<file path="src/rtl/image_pkg.sv">
// Shared constants and types for the image fetch datapath.
package image_pkg;

    localparam int H_VISIBLE = 640;
    localparam int V_VISIBLE = 480;
    localparam int IMG_W     = 320;
    localparam int IMG_H     = 240;
    localparam int PIX_W     = 12;

    typedef logic [PIX_W-1:0] pixel_t;
    typedef logic [9:0]       coord_t;

    function automatic int clog2_min1(input int n);
        return (n > 1) ? $clog2(n) : 1;
    endfunction

endpackage

</file>
<file path="src/rtl/image_fetch_if.sv">
// Read port of the image SRAM: the fetch unit is master, the SRAM is slave.
interface image_fetch_if #(
    parameter int ADDR_WIDTH = 17,
    parameter int DATA_WIDTH = 12
);

    logic                  sram_en;
    logic [ADDR_WIDTH-1:0] sram_addr;
    logic [DATA_WIDTH-1:0] sram_data;

    modport master (
        output sram_en,
        output sram_addr,
        input  sram_data
    );

    modport slave (
        input  sram_en,
        input  sram_addr,
        output sram_data
    );

endinterface

</file>
<file path="src/rtl/image_scroll_ctrl.sv">
// Horizontal scroll offset: advances one pixel every SCROLL_DIV frame ticks, wrapping at IMG_W.
module image_scroll_ctrl
    import image_pkg::*;
#(
    parameter int IMG_W      = 320,
    parameter int SCROLL_DIV = 4,
    parameter int OFS_W      = 9
) (
    input  logic             clk,
    input  logic             reset_n,
    input  logic             frame_tick,
    output logic [OFS_W-1:0] offset
);

    localparam int CNT_W = clog2_min1(SCROLL_DIV);

    logic [CNT_W-1:0] frame_cnt;
    logic             step;

    assign step = (frame_cnt == CNT_W'(SCROLL_DIV - 1));

    // Offset only moves on frame_tick, which arrives during vertical blanking.
    always_ff @(posedge clk or negedge reset_n) begin
        if (!reset_n) begin
            frame_cnt <= '0;
            offset    <= '0;
        end else if (frame_tick) begin
            if (step) begin
                frame_cnt <= '0;
                offset    <= (offset == OFS_W'(IMG_W - 1)) ? '0 : offset + OFS_W'(1);
            end else begin
                frame_cnt <= frame_cnt + CNT_W'(1);
            end
        end
    end

endmodule

</file>
<file path="src/rtl/image_fetch.sv">
// Raster-to-SRAM fetch with 2x scaling and horizontal scroll; 3-clk fixed latency to rgb.
// Optional chroma key replacement enabled by IMAGE_FETCH_CHROMA_KEY_EN.
module image_fetch
    import image_pkg::*;
#(
    parameter int                    DATA_WIDTH = 12,
    parameter int                    ADDR_WIDTH = 17,
    parameter int                    IMG_W      = 320,
    parameter int                    IMG_H      = 240,
    parameter int                    SCROLL_DIV = 4,
    parameter logic [DATA_WIDTH-1:0] KEY_COLOR  = 12'h0F0,
    parameter logic [DATA_WIDTH-1:0] BG_COLOR   = 12'h000
) (
    input  logic                  clk,
    input  logic                  reset_n,
    input  logic                  video_on,
    input  coord_t                pixel_x,
    input  coord_t                pixel_y,
    input  logic                  hsync_i,
    input  logic                  vsync_i,
    input  logic                  frame_tick,
    image_fetch_if.master         sram,
    output logic [DATA_WIDTH-1:0] rgb,
    output logic                  hsync_o,
    output logic                  vsync_o
);

    localparam int OFS_W = clog2_min1(IMG_W);

    logic [OFS_W-1:0]      offset;
    logic [10:0]           col_sum_p0;
    logic [10:0]           col_p0;
    logic [9:0]            row_p0;
    logic                  in_rng_p0;
    logic [ADDR_WIDTH-1:0] addr_p0;

    logic [ADDR_WIDTH-1:0] addr_p1;
    logic                  vld_p1;
    logic                  hs_p1;
    logic                  vs_p1;

    logic                  vld_p2;
    logic                  hs_p2;
    logic                  vs_p2;

    logic                  unused_bits;

    function automatic logic [DATA_WIDTH-1:0] out_pixel(input logic vld,
                                                        input logic [DATA_WIDTH-1:0] d);
        if (!vld) return '0;
`ifdef IMAGE_FETCH_CHROMA_KEY_EN
        if (d == KEY_COLOR) return BG_COLOR;
`endif
        return d;
    endfunction

`ifdef IMAGE_FETCH_CHROMA_KEY_EN
    assign unused_bits = ^{pixel_x[0], pixel_y[0]};
`else
    assign unused_bits = ^{pixel_x[0], pixel_y[0], KEY_COLOR, BG_COLOR};
`endif

    image_scroll_ctrl #(
        .IMG_W      (IMG_W),
        .SCROLL_DIV (SCROLL_DIV),
        .OFS_W      (OFS_W)
    ) u_scroll (
        .clk        (clk),
        .reset_n    (reset_n),
        .frame_tick (frame_tick),
        .offset     (offset)
    );

    // Stage 0: scaled, scrolled source coordinates. offset < IMG_W, so one subtract wraps.
    always_comb begin
        col_sum_p0 = {2'b00, pixel_x[9:1]} + 11'(offset);
        col_p0     = (col_sum_p0 >= 11'(IMG_W)) ? col_sum_p0 - 11'(IMG_W) : col_sum_p0;
        row_p0     = {1'b0, pixel_y[9:1]};
        in_rng_p0  = ({1'b0, pixel_x[9:1]} < 10'(IMG_W)) && (row_p0 < 10'(IMG_H));
        addr_p0    = '0;
        if (in_rng_p0) begin
            addr_p0 = ADDR_WIDTH'(row_p0) * ADDR_WIDTH'(IMG_W) + ADDR_WIDTH'(col_p0);
        end
    end

    // Stage 1: SRAM address/enable and first delay stage.
    always_ff @(posedge clk or negedge reset_n) begin
        if (!reset_n) begin
            addr_p1 <= '0;
            vld_p1  <= 1'b0;
            hs_p1   <= 1'b1;
            vs_p1   <= 1'b1;
        end else begin
            addr_p1 <= addr_p0;
            vld_p1  <= video_on && in_rng_p0;
            hs_p1   <= hsync_i;
            vs_p1   <= vsync_i;
        end
    end

    assign sram.sram_addr = addr_p1;
    assign sram.sram_en   = vld_p1;

    // Stage 2: SRAM read in flight.
    always_ff @(posedge clk or negedge reset_n) begin
        if (!reset_n) begin
            vld_p2 <= 1'b0;
            hs_p2  <= 1'b1;
            vs_p2  <= 1'b1;
        end else begin
            vld_p2 <= vld_p1;
            hs_p2  <= hs_p1;
            vs_p2  <= vs_p1;
        end
    end

    // Stage 3: registered pixel and syncs.
    always_ff @(posedge clk or negedge reset_n) begin
        if (!reset_n) begin
            rgb     <= '0;
            hsync_o <= 1'b1;
            vsync_o <= 1'b1;
        end else begin
            rgb     <= out_pixel(vld_p2, sram.sram_data);
            hsync_o <= hs_p2;
            vsync_o <= vs_p2;
        end
    end

endmodule

</file>
<file path="src/flat_wrapper.sv">
// flat-port wrapper written by rule: the top's interface ports become plain ports
module image_fetch_flat import image_pkg::*;
#(
    parameter int                    DATA_WIDTH = 12,
    parameter int                    ADDR_WIDTH = 17,
    parameter int                    IMG_W      = 320,
    parameter int                    IMG_H      = 240,
    parameter int                    SCROLL_DIV = 4,
    parameter logic [DATA_WIDTH-1:0] KEY_COLOR  = 12'h0F0,
    parameter logic [DATA_WIDTH-1:0] BG_COLOR   = 12'h000
)
  (clk, reset_n, video_on, pixel_x, pixel_y, hsync_i, vsync_i, frame_tick, rgb, hsync_o, vsync_o, sram_sram_en, sram_sram_addr, sram_sram_data);
  image_fetch_if #(.ADDR_WIDTH(ADDR_WIDTH), .DATA_WIDTH(DATA_WIDTH)) sram_i ();
  input  logic clk;
  input  logic reset_n;
  input  logic video_on;
  input  coord_t pixel_x;
  input  coord_t pixel_y;
  input  logic hsync_i;
  input  logic vsync_i;
  input  logic frame_tick;
  output logic [DATA_WIDTH-1:0] rgb;
  output logic hsync_o;
  output logic vsync_o;
  output wire logic [$bits(sram_i.sram_en)-1:0] sram_sram_en;
  output wire logic [$bits(sram_i.sram_addr)-1:0] sram_sram_addr;
  input wire logic [$bits(sram_i.sram_data)-1:0] sram_sram_data;
  assign sram_sram_en = sram_i.sram_en;
  assign sram_sram_addr = sram_i.sram_addr;
  assign sram_i.sram_data = sram_sram_data;
  image_fetch #(.DATA_WIDTH(DATA_WIDTH), .ADDR_WIDTH(ADDR_WIDTH), .IMG_W(IMG_W), .IMG_H(IMG_H), .SCROLL_DIV(SCROLL_DIV), .KEY_COLOR(KEY_COLOR), .BG_COLOR(BG_COLOR)) u_core (.clk(clk), .reset_n(reset_n), .video_on(video_on), .pixel_x(pixel_x), .pixel_y(pixel_y), .hsync_i(hsync_i), .vsync_i(vsync_i), .frame_tick(frame_tick), .sram(sram_i), .rgb(rgb), .hsync_o(hsync_o), .vsync_o(vsync_o));
endmodule
</file>
<file path="config.mk">
export PLATFORM = sky130hd
export DESIGN_NAME = image_fetch_flat
export DESIGN_NICKNAME = d
export VERILOG_FILES = /design/src/rtl/image_pkg.sv /design/src/rtl/image_fetch_if.sv /design/src/rtl/image_scroll_ctrl.sv /design/src/rtl/image_fetch.sv /design/src/flat_wrapper.sv
export SDC_FILE = /design/constraint.sdc
export NUM_CORES = 1
export LEC_CHECK = 0
export ABC_AREA = 1
export BUFFER_PORTS_ARGS = -buffer_cell sky130_fd_sc_hd__buf_2
export CAP_MARGIN = 30
export CELL_PAD_IN_SITES_DETAIL_PLACEMENT = 2
export CELL_PAD_IN_SITES_GLOBAL_PLACEMENT = 2
export CORE_ASPECT_RATIO = 1.4
export CORE_MARGIN = 5
export CORE_UTILIZATION = 33
export CTS_CLUSTER_SIZE = 30
export DETAILED_ROUTE_END_ITERATION = 8
export GPL_TIMING_DRIVEN = 0
export PLACE_DENSITY_LB_ADDON = 0.1
export SETUP_SLACK_MARGIN = 0.5
export SYNTH_ARGS = -nofsm -noshare
export SYNTH_HDL_FRONTEND = slang
export SYNTH_SLANG_ARGS = --single-unit
</file>
<file path="constraint.sdc">
create_clock -name clk -period 6.1 [get_ports clk]
set_clock_uncertainty 0.1 [all_clocks]
set_input_delay 0.915 -clock clk [delete_from_list [all_inputs] [get_ports clk]]
set_output_delay 0.915 -clock clk [all_outputs]
set_load 0.005 [all_outputs]
</file>
* Word-level counts from Yosys, hierarchy flattened
Index checks and enable logic that the tools add are counted.
Storage, ports and cells: latch bits 0, memories kept 0, bits in writable memories 0, memory bits (read-only) 0, bits of input ports 38, bits in registers 48
Operators by class: muxes and demuxes 5, order comparisons 3, bitwise gates (word level) 0, multipliers 1, reductions and logical operators 3, $add $sub $neg 5, equality and inequality tests 2, shift-type cells 0, divide/modulo/power cells 0
Operators by type and width (count):
- adder 17 x 11 -> 17 bit | 1
- 2-to-1 mux 17 bit | 1
- 2-to-1 mux 12 bit | 1
- greater-or-equal comparator 11 x 9 -> 1 bit, second input constant | 1
- multiplier 9 x 3 -> 11 bit, second input constant | 1
- 2-to-1 mux 11 bit | 1
- subtractor 11 x 9 -> 11 bit, second input constant | 1
- adder 9 x 9 -> 10 bit | 1
- adder 9 x 1 -> 9 bit, second input constant | 1
- equality test 9 bit, second input constant | 1
- < comparator 9 x 8 -> 1 bit, second input constant | 1
- < comparator 9 bit, second input constant | 1
- 2-to-1 mux 9 bit | 1
- adder 2 x 1 -> 2 bit, second input constant | 1
- equality test 2 bit, second input constant | 1
- logical AND 1 bit | 2
- 2-to-1 mux 2 bit | 1
- AND reduction 2 bit | 1

* Logic depth before layout (Yosys ltp)
word-level depth 5, mapped depth 32, gate-level depth less buffers 32

* Cells and area by module
From an unflattened synthesis, not the netlist that was laid out.
Second synthesis, totals: cell total of the unflattened synthesis 406, area total of the unflattened synthesis 3203.1 um^2
By module, submodules not included:
- image_fetch | area an instance 2590.0 um^2, cells an instance 336, sequential area each 933.4 um^2, times used 1
- image_scroll_ctrl | area an instance 613.1 um^2, cells an instance 70, sequential area each 275.3 um^2, times used 1

* Worst setup path after synthesis
No wires, ideal clock.
kind input to register, from input pixel_x[1], to register u_core.addr_p1[14] (netlist: u_core.sram.sram_addr[14]), stages on the path 30, setup slack 1879 ps, data arrival time 3989 ps, path through ha_1 > inv_1 > fa_1 > inv_1 > nand2_1 > nand4_1 > nand2_2 > inv_1 > ha_1 > nand3_1 > nor2_1 > nand3_1 > nor2_2 > nand3_2 > nand3_4 > nand2_1 > nand2_1 > ha_1 > inv_1 > fa_1 > inv_1 > nand3_1 > nand2_1 > nand2_1 > nand2_1 > nand2_1 > nor2_1 > nand2_1 > xor2_1 > nor2_1
On the way: cells in the longest elaborated chain, start to end 5, elaborated cells on any way between the ends 8
Ends and longest elaborated chain:
- start: declaration | line flat_wrapper.sv:17 | input coord_t pixel_x;
- adder 9 x 9 -> 10 bit | line image_fetch.sv:76 | col_sum_p0 = {2'b00, pixel_x[9:1]} + 11'(offset);
- subtractor 11 x 9 -> 11 bit / greater-or-equal comparator 11 x 9 -> 1 bit (equally long branches) | line image_fetch.sv:77 | col_p0 = (col_sum_p0 >= 11'(IMG_W)) ? col_sum_p0 - 11'(IMG_W) : col_sum_p0;
- 2-to-1 mux 11 bit | line image_fetch.sv:77
- adder 17 x 11 -> 17 bit | line image_fetch.sv:82 | addr_p0 = ADDR_WIDTH'(row_p0) * ADDR_WIDTH'(IMG_W) + ADDR_WIDTH'(col_p0);
- 2-to-1 mux 17 bit * | line image_fetch.sv:81 | if (in_rng_p0) begin
- named net u_core.addr_p0[14] | line image_fetch.sv:35 | logic [ADDR_WIDTH-1:0] addr_p0;
- end signal: assignment | line image_fetch.sv:94 | addr_p1 <= addr_p0;
- end: declaration | line image_fetch.sv:37 | logic [ADDR_WIDTH-1:0] addr_p1;
Mark *: on every way through the listed nets, which the timed path passes. The rest lies on a longest branch. A chain may end at the register's enable or synchronous reset.

* Worst setup path in the final report
from input pixel_x[1], to register u_core.addr_p1[16] (netlist: u_core.sram.sram_addr[16])
Same word-level chain as after synthesis.

==> reports/qor.csv <==
metric,value,unit
Antenna Cells,0,
CP Capture Type,flop,
Peak Freq,212,MHz
CP arrival,4850,ps
layer with the highest usage,met2,
grt ovf,0,
worst r2r path cells,31,
hold path startpoint,u_core.hs_p1,
wire per inst,15.6,µm
Yosys reg bits,48,
Yosys warning count,0,
first-pass GRT wire length,15.4,mm
buffer and inverter count on the worst path,6,
WHS,256,ps
die width,91.7,µm
max-cap violation count,0,
final slew viol count,0,
Async SR Flop Fraction,100,%
First-pass DRT Iterations,4,
CTS tree,yes,
Overall Power,1.23,mW
CP max-delay cell,fa_1,
Clock Pin Slew Worst Setup and Hold Paths,70,ps
most area-hungry cell type in the Yosys netlist,dfrtp_1,
clock sinks,48,
Max H-tree Level,2,
Worst path max stage delay,390,ps
Ports,70,
Synth Area in Adders,14.9,%
cell repeated most along the worst path,nand2_1,
floorplan row count,41,
mux share of post-synthesis cell area,0.365,%
Synth Cell Area,0.00308,mm²
Max transition margin,56.7,%
r2r startpoint,u_core.u_scroll.offset[0],
vias in the first global route,3317,
Post-synth EDFFs,0,
Synthesized Nets,466,
met2 usage,35.3,%
hold crit path type,reg2reg,
Area Overhead vs Synth,21.4,%
IO Port Bufs,67,
Die ar.,0.0114,mm²
P_leak,2.23,nW
worst-path maximum fanout,5,
Starting Density,33.9,%
Post-DRT Antenna Nets,0,
VDD IR-drop max,0.140,mV
met1 usage,15.9,%
Final TNS setup,0,ps
Finish-stage setup viols,0,
Post-DP HPWL,7.49,mm
Main synth FF type,dfrtp_1,
"wirelength, routed",9.01,mm
ratio of cells with drive above 1 in the final layout,21.7,%
r2r endpoint,u_core.sram.sram_addr[16],
CORE AREA,0.00908,mm²
Synth area leaders,"dfrtp_1, ha_1, nand2_1",
1st-iter DRT viols,46,
hold path depth,0,
status,finished clean,
"commonest non-fill, non-tap cell in the layout",nand2_1,
fillers,1091,
sequential area share after synthesis,39.2,%
RSZ-0062 raised after global routing,false,
CP Data Required Time,6230,ps
clock buffer count from CTS,5,
Clock Path Buffers,2,
most frequent cells in the layout,"nand2_1, inv_1, buf_2",
DRC,0,
fin crit period,4720,ps
GRT met3 Usage,2.18,%
WHS Endpoint,u_core.hs_p2,
worst-margin pin slew,650,ps
register-to-register setup slack,1610,ps
library cells used by synthesis,29,
Finished Layout Cells,576,
setup repair bufs after CTS,0,
Avg Vias per Cell,4.92,
xor/xnor share of the synthesized area,1.99,%
final count of hold timing violations,0,
Power Dens Cells,328,mW/mm²
cell count after placement,568,
clock root buffer,clkbuf_16,
Resized cells post-CTS,0,
hold buffers post-CTS,0,
Syn Area/Cell,7.84,µm²
DR vias,2836,
Cells after Synth,393,
Yosys top cell area share,34.1,%
Clock Latency Late Sink,300,ps
initial antenna violation count,0,
Final nets,541,
"delay-heaviest family, CP",simple AND/OR/NAND/NOR gates,
Synth Area in Simple Gates,27.6,%
main combinational cell family by area after synthesis,simple AND/OR/NAND/NOR gates,
total track usage,16.8,%
die height,124,µm
Final GP Congestion,0.791,
CP Class,in2reg,
largest net degree at the start of global routing,33,
post-route clock period utilization,77.3,%
Synth Area in Compound Gates,6.17,%
CP startpoint kind,input pin,
## sequential cells by signal, summed over array words and instances (netlist names)
register,cells
u_core.sram.sram_addr,17
u_core.rgb,12
u_core.u_scroll.offset,9
u_core.u_scroll.frame_cnt,2
u_core.hs_p1,1
u_core.hs_p2,1
u_core.hsync_o,1
u_core.sram.sram_en,1
u_core.vld_p2,1
u_core.vs_p1,1
u_core.vs_p2,1
u_core.vsync_o,1
## logic make-up after synthesis
| logic type | after synthesis |
|---|---|
| xor gates and xnor gates | 7 |
| adders and majority gates | 35 |
| and+or+nand+nor | 188 |
| muxes | 1 |
| AOI/OAI and AO/OA | 34 |
| buffers and inverters | 80 |
| DFF | 48 |
## cell usage after synthesis (3+ instances only)
library cell  count
nand2_1         106
inv_1            75
dfrtp_1          42
ha_1             32
nor2_1           27
nand3_1          24
a21oi_1          21
nand4_1           8
o21ai_0           7
dfstp_2           6
nand2_2           6
xor2_1            5
nor3_1            4
a31oi_1           3
fa_1              3
inv_2             3
nand3b_1          3
## metrics by stage
stage,worst slack (ps),util [%],instance area [µm²]
final,1380,41.2,3740
after global routing,962,41.2,3740
after CTS,1300,41.2,3740
after detailed placement,1020,39.3,3570
after global placement,1120,39.1,3550
after floorplan,1880,-,3080
## how the worst max path moves through the flow
stage | start | end | cells past startpoint
after floorplan | pixel_x[1] | u_core.sram.sram_addr[14] | 30
after global routing | pixel_x[1] | u_core.sram.sram_addr[16] | 32
after detailed placement | pixel_x[1] | u_core.sram.sram_addr[16] | 32
final | pixel_x[1] | u_core.sram.sram_addr[16] | 32
after CTS | pixel_x[1] | u_core.sram.sram_addr[16] | 32
after global placement | pixel_x[1] | u_core.sram.sram_addr[16] | 32
## layout make-up
| type | count | area, µm² | share of cell area, % |
|---|---|---|---|
| buffer | 2 | 7.51 | 0.201 |
| clock buffer | 5 | 125 | 3.34 |
| clock inverter | 3 | 46.3 | 1.24 |
| inverter | 78 | 293 | 7.82 |
| multi-input combinational | 265 | 1570 | 42.0 |
| sequential | 48 | 1210 | 32.3 |
| tap | 107 | 134 | 3.58 |
| timing repair buffer | 68 | 355 | 9.50 |
## where the power goes
part / switching, mW / total [mW] / internal (mW)
clock: 0.133 / 0.328 / 0.195
sequential: 0.0347 / 0.406 / 0.371
combinational: 0.312 / 0.495 / 0.183
total: 0.479 / 1.23 / 0.750
## layer usage
layer | part of all wire [%] | routed length (µm) | up-vias
li1 | - | - | 1381
met1 | 36 | 3210 | 1406
met2 | 60 | 5430 | 42
met3 | 2.5 | 229 | 7
met4 | 1.7 | 149 | 0
met5 | 0 | 0 | -
Note: power is estimated with default switching activity, not from simulation.
